===== src/rtl/reservation_station_add.sv =====
// Single-entry ADD/SUB reservation station with its own functional unit.
// Holds one issued instruction, snoops the CDB for pending operands,
// executes for EXEC_LATENCY cycles, then holds Done/Q until its own tag
// is broadcast back on the CDB (the arbiter's grant).
module reservation_station_add #(
   parameter logic [2:0] STATION_ID   = 3'd1,
   parameter int         EXEC_LATENCY = 2
) (
   input  logic        Clock,
   input  logic        Reset,
   input  logic        Issue_Valid,
   input  logic        Issue_Op,
   input  logic [15:0] Issue_Vj,
   input  logic [2:0]  Issue_Qj,
   input  logic [15:0] Issue_Vk,
   input  logic [2:0]  Issue_Qk,
   input  logic        CDB_Valid,
   input  logic [2:0]  Qi_CDB,
   input  logic [15:0] Qi_CDB_data,
   output logic        Busy,
   output logic        Done,
   output logic [15:0] Q
);

   typedef enum logic [1:0] {FREE, WAIT_OPS, EXEC, WRITEBACK} state_t;

   localparam logic [3:0] LAT_M1 = 4'(EXEC_LATENCY - 1);

   state_t      state;
   logic        op;
   logic [15:0] vj, vk;
   logic [2:0]  qj, qk;
   logic [3:0]  cnt;
   logic        busy_r, done_r;
   logic [15:0] q_r;

   logic [15:0] src_vj, src_vk, nxt_vj, nxt_vk, result;
   logic [2:0]  src_qj, src_qk, nxt_qj, nxt_qk;
   logic        hit_j, hit_k, grant;

   // Operand resolution: in FREE the issue fields are snooped (same-cycle
   // bypass), otherwise the stored tags are. Tag 0 never matches.
   always_comb begin
      src_vj = (state == FREE) ? Issue_Vj : vj;
      src_qj = (state == FREE) ? Issue_Qj : qj;
      src_vk = (state == FREE) ? Issue_Vk : vk;
      src_qk = (state == FREE) ? Issue_Qk : qk;
      hit_j  = CDB_Valid && (Qi_CDB != 3'd0) && (Qi_CDB == src_qj);
      hit_k  = CDB_Valid && (Qi_CDB != 3'd0) && (Qi_CDB == src_qk);
      nxt_vj = hit_j ? Qi_CDB_data : src_vj;
      nxt_qj = hit_j ? 3'd0 : src_qj;
      nxt_vk = hit_k ? Qi_CDB_data : src_vk;
      nxt_qk = hit_k ? 3'd0 : src_qk;
      grant  = CDB_Valid && (Qi_CDB == STATION_ID);
      result = op ? (vj - vk) : (vj + vk);
   end

   // Station state machine; Busy/Done/Q are registered.
   always_ff @(posedge Clock or negedge Reset) begin
      if (!Reset) begin
         state  <= FREE;
         op     <= 1'b0;
         vj     <= '0;
         vk     <= '0;
         qj     <= '0;
         qk     <= '0;
         cnt    <= '0;
         busy_r <= 1'b0;
         done_r <= 1'b0;
         q_r    <= '0;
      end else begin
         case (state)
            FREE: begin
               if (Issue_Valid) begin
                  op     <= Issue_Op;
                  vj     <= nxt_vj;
                  qj     <= nxt_qj;
                  vk     <= nxt_vk;
                  qk     <= nxt_qk;
                  busy_r <= 1'b1;
                  if (nxt_qj == 3'd0 && nxt_qk == 3'd0) begin
                     state <= EXEC;
                     cnt   <= LAT_M1;
                  end else begin
                     state <= WAIT_OPS;
                  end
               end
            end
            WAIT_OPS: begin
               vj <= nxt_vj;
               qj <= nxt_qj;
               vk <= nxt_vk;
               qk <= nxt_qk;
               if (nxt_qj == 3'd0 && nxt_qk == 3'd0) begin
                  state <= EXEC;
                  cnt   <= LAT_M1;
               end
            end
            EXEC: begin
               if (cnt == 4'd0) begin
                  q_r    <= result;
                  done_r <= 1'b1;
                  state  <= WRITEBACK;
               end else begin
                  cnt <= cnt - 4'd1;
               end
            end
            WRITEBACK: begin
               // Q is deliberately left alone on release.
               if (grant) begin
                  done_r <= 1'b0;
                  busy_r <= 1'b0;
                  state  <= FREE;
               end
            end
            default: state <= FREE;
         endcase
      end
   end

   assign Busy = busy_r;
   assign Done = done_r;
   assign Q    = q_r;

endmodule


===== config.mk =====
export PLATFORM = sky130hd
export DESIGN_NAME = reservation_station_add
export DESIGN_NICKNAME = d
export VERILOG_FILES = /design/src/rtl/reservation_station_add.sv
export SDC_FILE = /design/constraint.sdc
export NUM_CORES = 1
export LEC_CHECK = 0
export ABC_AREA = 1
export CAP_MARGIN = 20
export CORE_MARGIN = 2
export CORE_UTILIZATION = 25
export CTS_CLUSTER_DIAMETER = 40
export DETAILED_ROUTE_END_ITERATION = 8
export HOLD_SLACK_MARGIN = 0.1
export PLACE_DENSITY = 0.47
export SLEW_MARGIN = 15
export SYNTH_ARGS = -nofsm -noshare
export SYNTH_HDL_FRONTEND = slang
export SYNTH_SLANG_ARGS = --single-unit
export TNS_END_PERCENT = 5

===== constraint.sdc =====
create_clock -name Clock -period 3.1 [get_ports Clock]
set_clock_uncertainty 0.1 [all_clocks]
set_input_delay 0.62 -clock Clock [delete_from_list [all_inputs] [get_ports Clock]]
set_output_delay 0.62 -clock Clock [all_outputs]
set_load 0.1 [all_outputs]

==> results by group, run 1 <==
Layout
  • Share of cells above drive strength 1: 0.100
  • Fill cell total of the finished layout: roughly 1800
  • Area taken by flip-flops and latches: roughly 1600 sq um
  • Count of nets after finishing: 759
  • Area of the multi-input gates: 2390 sq um
  • Number of diodes added for antenna fixing: 0
  • Area overhead of the layout relative to synthesis: 31.4%

Route
  • Post-route DRC: 0
  • Number of DRC markers after the initial detailed-route iteration: 190
  • Drt wl/cell: roughly 13 microns
  • DRT antenna net count: 0
  • Detailed Route WL: 12100 microns
  • Number of search-and-repair iterations in the first detailed-routing pass: 4
  • Number of vias in the routed layout: 3987
  • Post-detailed-route via-to-cell ratio: 4.43

CTS
  • Total CTS buffers: 9
  • TritonCTS clock tree: yes
  • Clk Latency, worst-skew pair: 330 ps
  • Total of cells resized after clock tree synthesis: 0
  • CTS H-tree depth: 3
  • Clk root buf: sky130_fd_sc_hd__clkbuf_16
  • CTS max path bufs: 2
  • Quantity of hold-fixing buffers added after cts: 0
  • Number of clock sinks seen by CTS: 63
  • Number of buffers inserted by post-CTS setup repair: 0
  • Clock transition at the registers of the reported paths: 50 ps

Worst setup path
  • Worst endpoint required time: between 3000 and 4000 ps
  • Classification of the worst setup path: reg2reg
  • Kind of start point of the critical path: flop
  • Nature of the critical path endpoint: flop
  • Data arrival time of the critical path: 2960 ps
  • Biggest fanout along the worst timing path: 10

Logic synthesis
  • Cells after Synth: 591
  • Share of the yosys chip area belonging to registers: 0.367
  • Xor-xnor portion of the synthesized cell area: 0.0470
  • Adder and majority gate portion of the synthesized area: 0.0688
  • Multiplexer fraction of the synthesized cell area: 0
  • Area fraction in and, or, nand and nor cells after synthesis: 0.309
  • Average instance area after synthesis: 7.26 sq um
  • Number of synthesis warnings: 0
  • Net Count, Synth: 676
  • Largest family of logic cells by synthesized area: simple AND/OR/NAND/NOR gates
  • Synthesized flop and latch total: 63
  • Post-Synthesis Cell Area: 4290 sq um
  • Compound-cell area share of the yosys netlist: 0.130
  • Count of distinct cell types in the synthesized netlist: 33

Outcome
  • Run status: finished clean

STA
  • Final Hold Violating Endpoints: 0
  • Final Max Slew Viols: 0
  • Maximum frequency from static timing analysis: about 350 MHz
  • Post-route setup TNS: 0 ps
  • Share of the cycle needed by the critical path after routing: 0.913
  • Headroom to the max-slew limit: 0.619
  • Time the final worst path needs with I/O delays and setup: 2830 ps
  • Setup repair after global routing missed its margin: no
  • Setup violations, final: 0
  • Actual transition at the worst max-transition pin: 565 ps

Global routing
  • Number of antenna violations at the first check in global routing: 0
  • Pin count of the biggest net entering global routing: 64
  • Global route overflow: 0
  • All-Layer GR Usage: 0.142
  • Number of global-route vias before repair: 4055
  • First-pass GRT wire length: 20300 microns

Die
  • Starting Density: 0.257
  • Number of cell rows: 47
  • Number of placed I/O pins: 80
  • Vertical extent of the die: 135 microns
  • Horiz. Die Dim: roughly 140 microns
  • Die Area: 18200 sq um
  • Core region area: 16700 sq um

Flow run
  • Number of maximum-capacitance constraint violations: 0

Place
  • Last weighted congestion value of the routability-driven placer: 0.858
  • HPWL reported at the end of detailed placement: roughly 9600 microns
  • Buffers on Ports: 79

Min path
  • Worst min-delay path class: in2async
==> synth_stat cells (all sizes together) <==
| cell | count | area share |
|---|---|---|
| a21boi | 1 | 0.0018 |
| a21oi | 18 | 0.024 |
| a31o | 1 | 0.0020 |
| a31oi | 33 | 0.048 |
| and2 | 1 | 0.0015 |
| buf | 13 | 0.021 |
| clkbuf | 7 | 0.0061 |
| clkinv | 1 | 0.00087 |
| dfrtp | 63 | 0.37 |
| fa | 1 | 0.0047 |
| ha | 22 | 0.064 |
| inv | 57 | 0.050 |
| nand2 | 179 | 0.16 |
| nand3 | 64 | 0.075 |
| nand3b | 2 | 0.0035 |
| nand4 | 1 | 0.0015 |
| nor2 | 56 | 0.054 |
| nor3 | 8 | 0.0093 |
| o211ai | 1 | 0.0018 |
| o21ai | 32 | 0.043 |
| o21bai | 4 | 0.0070 |
| o31ai | 2 | 0.0035 |
| or2 | 1 | 0.0015 |
| xnor2 | 5 | 0.010 |
| xor2 | 18 | 0.037 |
==> kinds of logic (layout without fill, tap and decap cells) <==
logic type,Yosys count,after routing
AO/OA/AOI/OAI,92,92
AND/OR/NAND/NOR,312,312
adder cells (fa/ha/maj),23,23
flip-flops,63,63
XOR/XNOR,23,23
buffers and inverters,78,166
==> critical path: stages, from the launching register on <==
cell and delay [ps]:
sky130_fd_sc_hd__dfrtp_1 540, sky130_fd_sc_hd__clkinvlp_4 270, sky130_fd_sc_hd__nand2_1 130, sky130_fd_sc_hd__xor2_1 180
sky130_fd_sc_hd__inv_1 70, sky130_fd_sc_hd__ha_1 320, sky130_fd_sc_hd__nand3_1 100, sky130_fd_sc_hd__nand3_1 130
sky130_fd_sc_hd__a21boi_0 350, sky130_fd_sc_hd__o21ai_0 200, sky130_fd_sc_hd__nand2_1 120, sky130_fd_sc_hd__nand3b_1 80
sky130_fd_sc_hd__nand3_1 90, sky130_fd_sc_hd__nand2_1 50
==> registers in the layout (all words and copies together) (netlist names) <==
register and cells:
Busy 1, Done 1, Q 16, cnt 4, op 1, qj 3, qk 3, state 2
vj 16, vk 16
==> path summary, 6_finish.rpt <==
path	start	end	slack, ps	depth (start not counted)
worst max register to register	op	Q[10]	270	13
worst min register to register	Q[1]	Q[1]	380	2
max in group asynchronous	Reset	vj[14]	2400	2
min in group Clock	Q[1]	Q[1]	380	2
worst max-delay path	op	Q[10]	270	13
worst min-delay path	Reset	qk[0]	180	2
==> cell type report <==
cell class | count | share of cell area
clock buffers | 13 | 0.0462
inverters | 58 | 0.0393
well taps | 220 | 0.0488
flip-flops and latches | 63 | 0.280
multi-input cells | 450 | 0.424
repair buffers | 92 | 0.151
clock inverters | 3 | 0.0115
==> through the flow <==
| step | instances | hold slack (ps) | worst slack [ps] | instance area [sq um] | utilization |
|---|---|---|---|---|---|
| 2_1_floorplan | 591 | 224 | 524 | 4290 | - |
| 3_3_place_gp | 883 | 374 | 243 | 5300 | 0.317 |
| 3_5_place_dp | 883 | 368 | 234 | 5300 | 0.317 |
| 4_1_cts | 899 | 205 | 228 | 5630 | 0.337 |
| 5_1_grt | 899 | 205 | 20.7 | 5640 | 0.338 |
| 6_report | 899 | 183 | 268 | 5640 | 0.338 |
==> placed cells by master (no fill, tap or decap), drive strengths merged, types with 4 or more instances in the layout <==
cell / Yosys / final
nand2: 179 / 179
nand3: 64 / 64
dfrtp: 63 / 63
clkdlybuf4s50: 0 / 60
inv: 57 / 57
nor2: 56 / 56
a31oi: 33 / 33
o21ai: 32 / 32
buf: 13 / 32
ha: 22 / 22
xor2: 18 / 18
a21oi: 18 / 18
clkbuf: 7 / 13
nor3: 8 / 8
xnor2: 5 / 5
o21bai: 4 / 4
==> metal layers <==
metal  vias up  part of all wire  GRT usage
met5         -                 0          0
met4         0             0.015     0.0446
met3        11             0.039     0.0383
met2        73              0.45      0.219
met1      1804              0.49      0.193
li1       2099                 -          -
Power of run 1 is left out: the tool's default activity adds up to more than one toggle a clock period on the data nets, which glitch-free logic cannot reach.
==> run 2: changes to the inputs <==
--- a/config.mk
+++ b/config.mk
@@ -11,4 +11,5 @@
 export CORE_UTILIZATION = 25
 export CTS_CLUSTER_DIAMETER = 40
+export CTS_CLUSTER_SIZE = 30
 export DETAILED_ROUTE_END_ITERATION = 8
 export HOLD_SLACK_MARGIN = 0.1
==> constraint.sdc (replaced) <==
create_clock -name Clock -period 3.1 [get_ports Clock]
set_clock_uncertainty 0.1 [all_clocks]
set_input_delay 0.465 -clock Clock [delete_from_list [all_inputs] [get_ports Clock]]
set_output_delay 0.465 -clock Clock [all_outputs]
set_load 0.1 [all_outputs]
==> results by group, run 2 (synthesized netlist as in run 1, its figures left out) <==
Worst setup path
  • Launch point of the worst reg-to-reg path: vk[3]
  • Peak per-stage delay on the critical path: 380 ps
  • Worst endpoint required time: 3280 ps
  • Kind of start point of the critical path: flop
  • Depth of the worst register-to-register path: 20
  • Biggest fanout along the worst timing path: 5
  • Data arrival time of the critical path: 2930 ps
  • CP Cell Sequence: inv_1 > nand2_1 > nor2_1 > nand3_1 > nor2_1 > nand3_1 > nand2_1 > xor2_1 > inv_1 > ha_1 > nand2_1 > nand2_1 > o21bai_1 > nand2_1 > nand2_1 > nor2_1 > nand2_1 > nand3_1 > nand3_1 > nand2_1
  • Endpoint of the worst register-to-register path: Q[15]
  • Classification of the worst setup path: reg2reg
  • Slowest CP cell: sky130_fd_sc_hd__dfrtp_1
  • Top cell by count, worst path: sky130_fd_sc_hd__nand2_1
  • Nature of the critical path endpoint: flop
  • Reg-to-reg slack, setup: 350 ps

Global routing
  • All-Layer GR Usage: 0.137
  • Number of antenna violations at the first check in global routing: 0
  • Global route overflow: 0
  • Number of global-route vias before repair: 3999
  • First-pass GRT wire length: approximately 20000 microns
  • Pin count of the biggest net entering global routing: 37

Die
  • Number of cell rows: 47
  • Vertical extent of the die: approximately 140 microns
  • Horiz. Die Dim: 135 microns
  • Number of placed I/O pins: 80
  • Core region area: 16700 sq um
  • Starting Density: 0.257
  • Die Area: 18200 sq um

Layout
  • Share of cells above drive strength 1: 0.100
  • Count of placed standard cells in the final layout, fillers left out: about 900
  • Count of nets after finishing: 758
  • Leading cell type in the layout, fill and taps excluded: sky130_fd_sc_hd__nand2_1
  • Number of diodes added for antenna fixing: 0
  • Highest-count cells in the layout ignoring fill and taps: sky130_fd_sc_hd__nand2_1 (169), sky130_fd_sc_hd__nand3_1 (64), sky130_fd_sc_hd__dfrtp_1 (62)
  • Area overhead of the layout relative to synthesis: 30.0%
  • Final cell utilization of the core: 0.334

CTS
  • CTS max path bufs: 2
  • CTS H-tree depth: 3
  • Clock transition at the registers of the reported paths: ~60 ps
  • TritonCTS clock tree: yes
  • Clk root buf: sky130_fd_sc_hd__clkbuf_16
  • Clk Latency, worst-skew pair: 340 ps
  • Number of clock sinks seen by CTS: 63
  • Number of buffers inserted by post-CTS setup repair: 0
  • Total CTS buffers: 9

Route
  • Number of search-and-repair iterations in the first detailed-routing pass: 4
  • Number of vias in the routed layout: approximately 4000
  • Drt wl/cell: 13.3 microns
  • Detailed Route WL: 11900 microns
  • Number of DRC markers after the initial detailed-route iteration: 150
  • DRT antenna net count: 0
  • Post-route DRC: 0
  • Post-detailed-route via-to-cell ratio: 4.49

Place
  • Placed instance count: 882
  • HPWL reported at the end of detailed placement: between 9000 and 10000 microns
  • Buffers on Ports: just under 80
  • Last weighted congestion value of the routability-driven placer: 0.853

STA
  • Time the final worst path needs with I/O delays and setup: ~2800 ps
  • Post-route setup TNS: 0 ps
  • Final Max Slew Viols: 0
  • Setup repair after global routing missed its margin: no
  • Final Hold Violating Endpoints: 0
  • Share of the cycle needed by the critical path after routing: 0.889
  • Actual transition at the worst max-transition pin: between 700 and 800 ps
  • Setup violations, final: 0
  • Headroom to the max-slew limit: 0.516
  • Maximum frequency from static timing analysis: 363 MHz

Power
  • Total power per unit cell area: roughly 1300 nW/um^2
  • Max VDD drop: about 0.00039 V
  • Static leakage power: approximately 2.7 nW

Outcome
  • Run status: finished clean

Min path
  • Worst min-delay path class: in2async

Flow run
  • Number of maximum-capacitance constraint violations: 0
run 2: cell types whose count changed in the layout (fill, tap and decap cells not counted), sizes merged:
cell	before	now
bufinv	2	0
buf	32	31
clkbuf	13	12
clkinv	1	4
run 2: worst max-delay path by stage:
| stage | slack [ps] | endpoint | from |
|---|---|---|---|
| final | 350 | Q[15] | vk[3] |
| after CTS | 250 | Q[10] | op |
| after floorplan | 520 | Q[10] | op |
| after detailed placement | 270 | Q[10] | op |
| after global placement | 270 | Q[10] | op |
| after global routing | 10 | Q[15] | vk[0] |
run 2: cell type report:
type,count,area [sq um]
tap,220,275
fill,1829,11100
clock buffer,12,256
inverter,58,221
timing repair buffer,91,843
clock inverter,4,20.0
multi-input combinational,450,2380
sequential,63,1580
run 2: stage by stage:
stage	hold WS [ps]	power, W	instance area [sq um]	worst slack [ps]
2_1_floorplan	69.4	0.00529	4290	524
3_3_place_gp	372	0.00640	5290	271
3_5_place_dp	370	0.00642	5290	275
4_1_cts	111	0.00741	5570	249
5_1_grt	146	0.00814	5580	12.0
6_report	79.4	0.00735	5580	346
run 2: repair_timing:
action,in CTS,in global routing
resized for setup,0,4
hold buffers,0,0
setup endpoints to repair,0,6
run 2: where the power goes:
| part | switching (W) | internal [W] |
|---|---|---|
| sequential | 0.000290 | 0.00121 |
| combinational | 0.00322 | 0.00168 |
| clock | 0.000376 | 0.000579 |
run 2: worst max-delay path: cells and delay by family, from the launching register on:
family	cells	cell delay, ps
and+or+nand+nor	15	1380
DFF	1	380
adders and majority gates	1	350
AOI/OAI and AO/OA	1	190
buffers and inverters	2	170
xor gates and xnor gates	1	150
run 2: routing by layer:
layer  track usage  up-vias  share of wire
li1              -     2100              -
met1         0.192     1841           0.50
met2         0.215       82           0.45
met3        0.0293       10          0.044
met4        0.0382        0          0.012
met5             0        -              0
No activity file was read; power rests on OpenSTA's default activity.
==> variant: new RTL, settings of run 1 <==
Encoding of `state_t`: now Gray code (2 bits for 4 states).
--- a/src/rtl/reservation_station_add.sv
+++ b/src/rtl/reservation_station_add.sv
@@ -22,7 +22,7 @@
    output logic [15:0] Q
 );
 
-   typedef enum logic [1:0] {FREE, WAIT_OPS, EXEC, WRITEBACK} state_t;
+   typedef enum logic [1:0] {FREE = 2'b00, WAIT_OPS = 2'b01, EXEC = 2'b11, WRITEBACK = 2'b10} state_t;
 
    localparam logic [3:0] LAT_M1 = 4'(EXEC_LATENCY - 1);
 
Function: no difference found for any inputs over 4 cycles, from zero or initial values and one cycle with Reset low; so few cycles prove little.
==> variant against run 1 <==
Via count decreased by 0.63%; wire length decreased by 1.1%; setup slack improved by 61 ps; final area decreased by 2.2%; synthesized area decreased by 2.6%; non-clock buffer count decreased by 1; synthesized cell count decreased by 3.2%; sequential cell count unchanged; critical endpoint is now Q[12]; die area decreased by 2.5%.
==> variant: results (changes against run 1) <==
[logic_synthesis]
synthTopCellsByCount = 157 x nand2_1, 65 x nand3_1, 63 x dfrtp_1  ; was 169 x nand2_1, 64 x nand3_1, 63 x dfrtp_1
synth-seq-area-share_pct = 37.7  ; was 36.7%
yosysUniqueCellTypes = 34  ; was 33
synth_fp_nets = 652  ; was 676
synth_compound_area_share_pct = 14.3  ; was 13.0%
syn_inst = 572  ; was 591
synth_area_leaders = dfrtp_1 38%, nand2_1 14%, nand3_1 7.8%  ; was dfrtp_1 37%, nand2_1 15%, nand3_1 7.5%
synth_xor_area_share_pct = 4.19  ; was 4.70%

[detailed_routing]
met2_length_mm = 5.42  ; was 5.45 mm
dr_wl_met3_um = 532  ; was 472 um
drt-met1-wl_mm = 5.85  ; was 5.97 mm
postRouteWirelength_mm = 11.9  ; was 12.1 mm
drt-pass1-iter-count = 5  ; was 4

[worst_setup_path]
cp_slowest_stage_delay_ps = 420  ; was 540 ps
path_max_fanout = 7  ; was 10
slowest_stage = ha_1  ; was dfrtp_1
r2r_start = vk[5]  ; was op
worst-r2r-cell-count = 15  ; was 13
endpoint = Q[12]  ; was Q[10]

[cells_and_area]
fin_cells = 878  ; was 899
layout.nets = 734  ; was 759

[outcome]
status = finished clean  ; unchanged

[placed_design]
placedCellCount = 863  ; was 883
post-place-ws_ps = 236  ; was 234 ps
placed_area_um2 = 5200  ; was 5300 um2
gp_congestion = 0.811  ; was 0.858

[global_route]
track_usage_pct = 14.2  ; about the same
grt_pass1_vias = 3979  ; was 4,055

[variant: cell types whose count changed after synthesis, sizes merged, moves of 4 or more]
cell	delta
a21oi	+11
inv	-4
o21ai	-5
nand2	-19
ha	-5
or2	+4
[variant: power by group through the flow]
stage          logic (uW)  registers (uW)  clock network (uW)
2_1_floorplan        3110            2120                   0
3_3_place_gp         4790            1510                   0
3_5_place_dp         4830            1510                   0
4_1_cts              4840            1500                1110
5_1_grt              5440            1560                1150
6_report             4830            1500                1080
[variant: timing repair]
item                                    in CTS  in global routing
gates resized for setup                      0                  1
endpoints found under the setup margin       0                  1
hold endpoints to repair                     0                  0
hold buffers                                 0                  0
[variant: layer usage]
layer,GRT usage (%),vias up
li1,-,2060
met2,23.3,83
met3,4.11,10
met1,18.6,1809
met5,0,-
met4,3.13,0
[variant: kinds of logic (layout without fill, tap and decap cells)]
family,count (synthesis),after routing
flip-flops,63,63
adder cells (fa/ha/maj),18,18
buffers and inverters,74,160
XOR/XNOR,20,20
AND/OR/NAND/NOR,296,296
AO/OA/AOI/OAI,101,101
[variant: area by class of cell]
cell class	instances	area, um2
Tap cell	220	275
Sequential cell	63	1580
Clock buffer	11	243
Clock inverter	4	70.1
Inverter	54	203
Timing Repair Buffer	91	868
Fill cell	1785	11000
Multi-Input combinational cell	435	2280
[variant: worst min path at each step]
stage                     startpoint  endpoint  slack (ps)
after CTS                      Reset      Q[1]         210
final                          Reset      Q[1]         190
after floorplan                Reset      Busy         220
after detailed placement        Q[1]      Q[1]         370
after global placement          Q[1]      Q[1]         370
after global routing           Reset      Q[1]         210
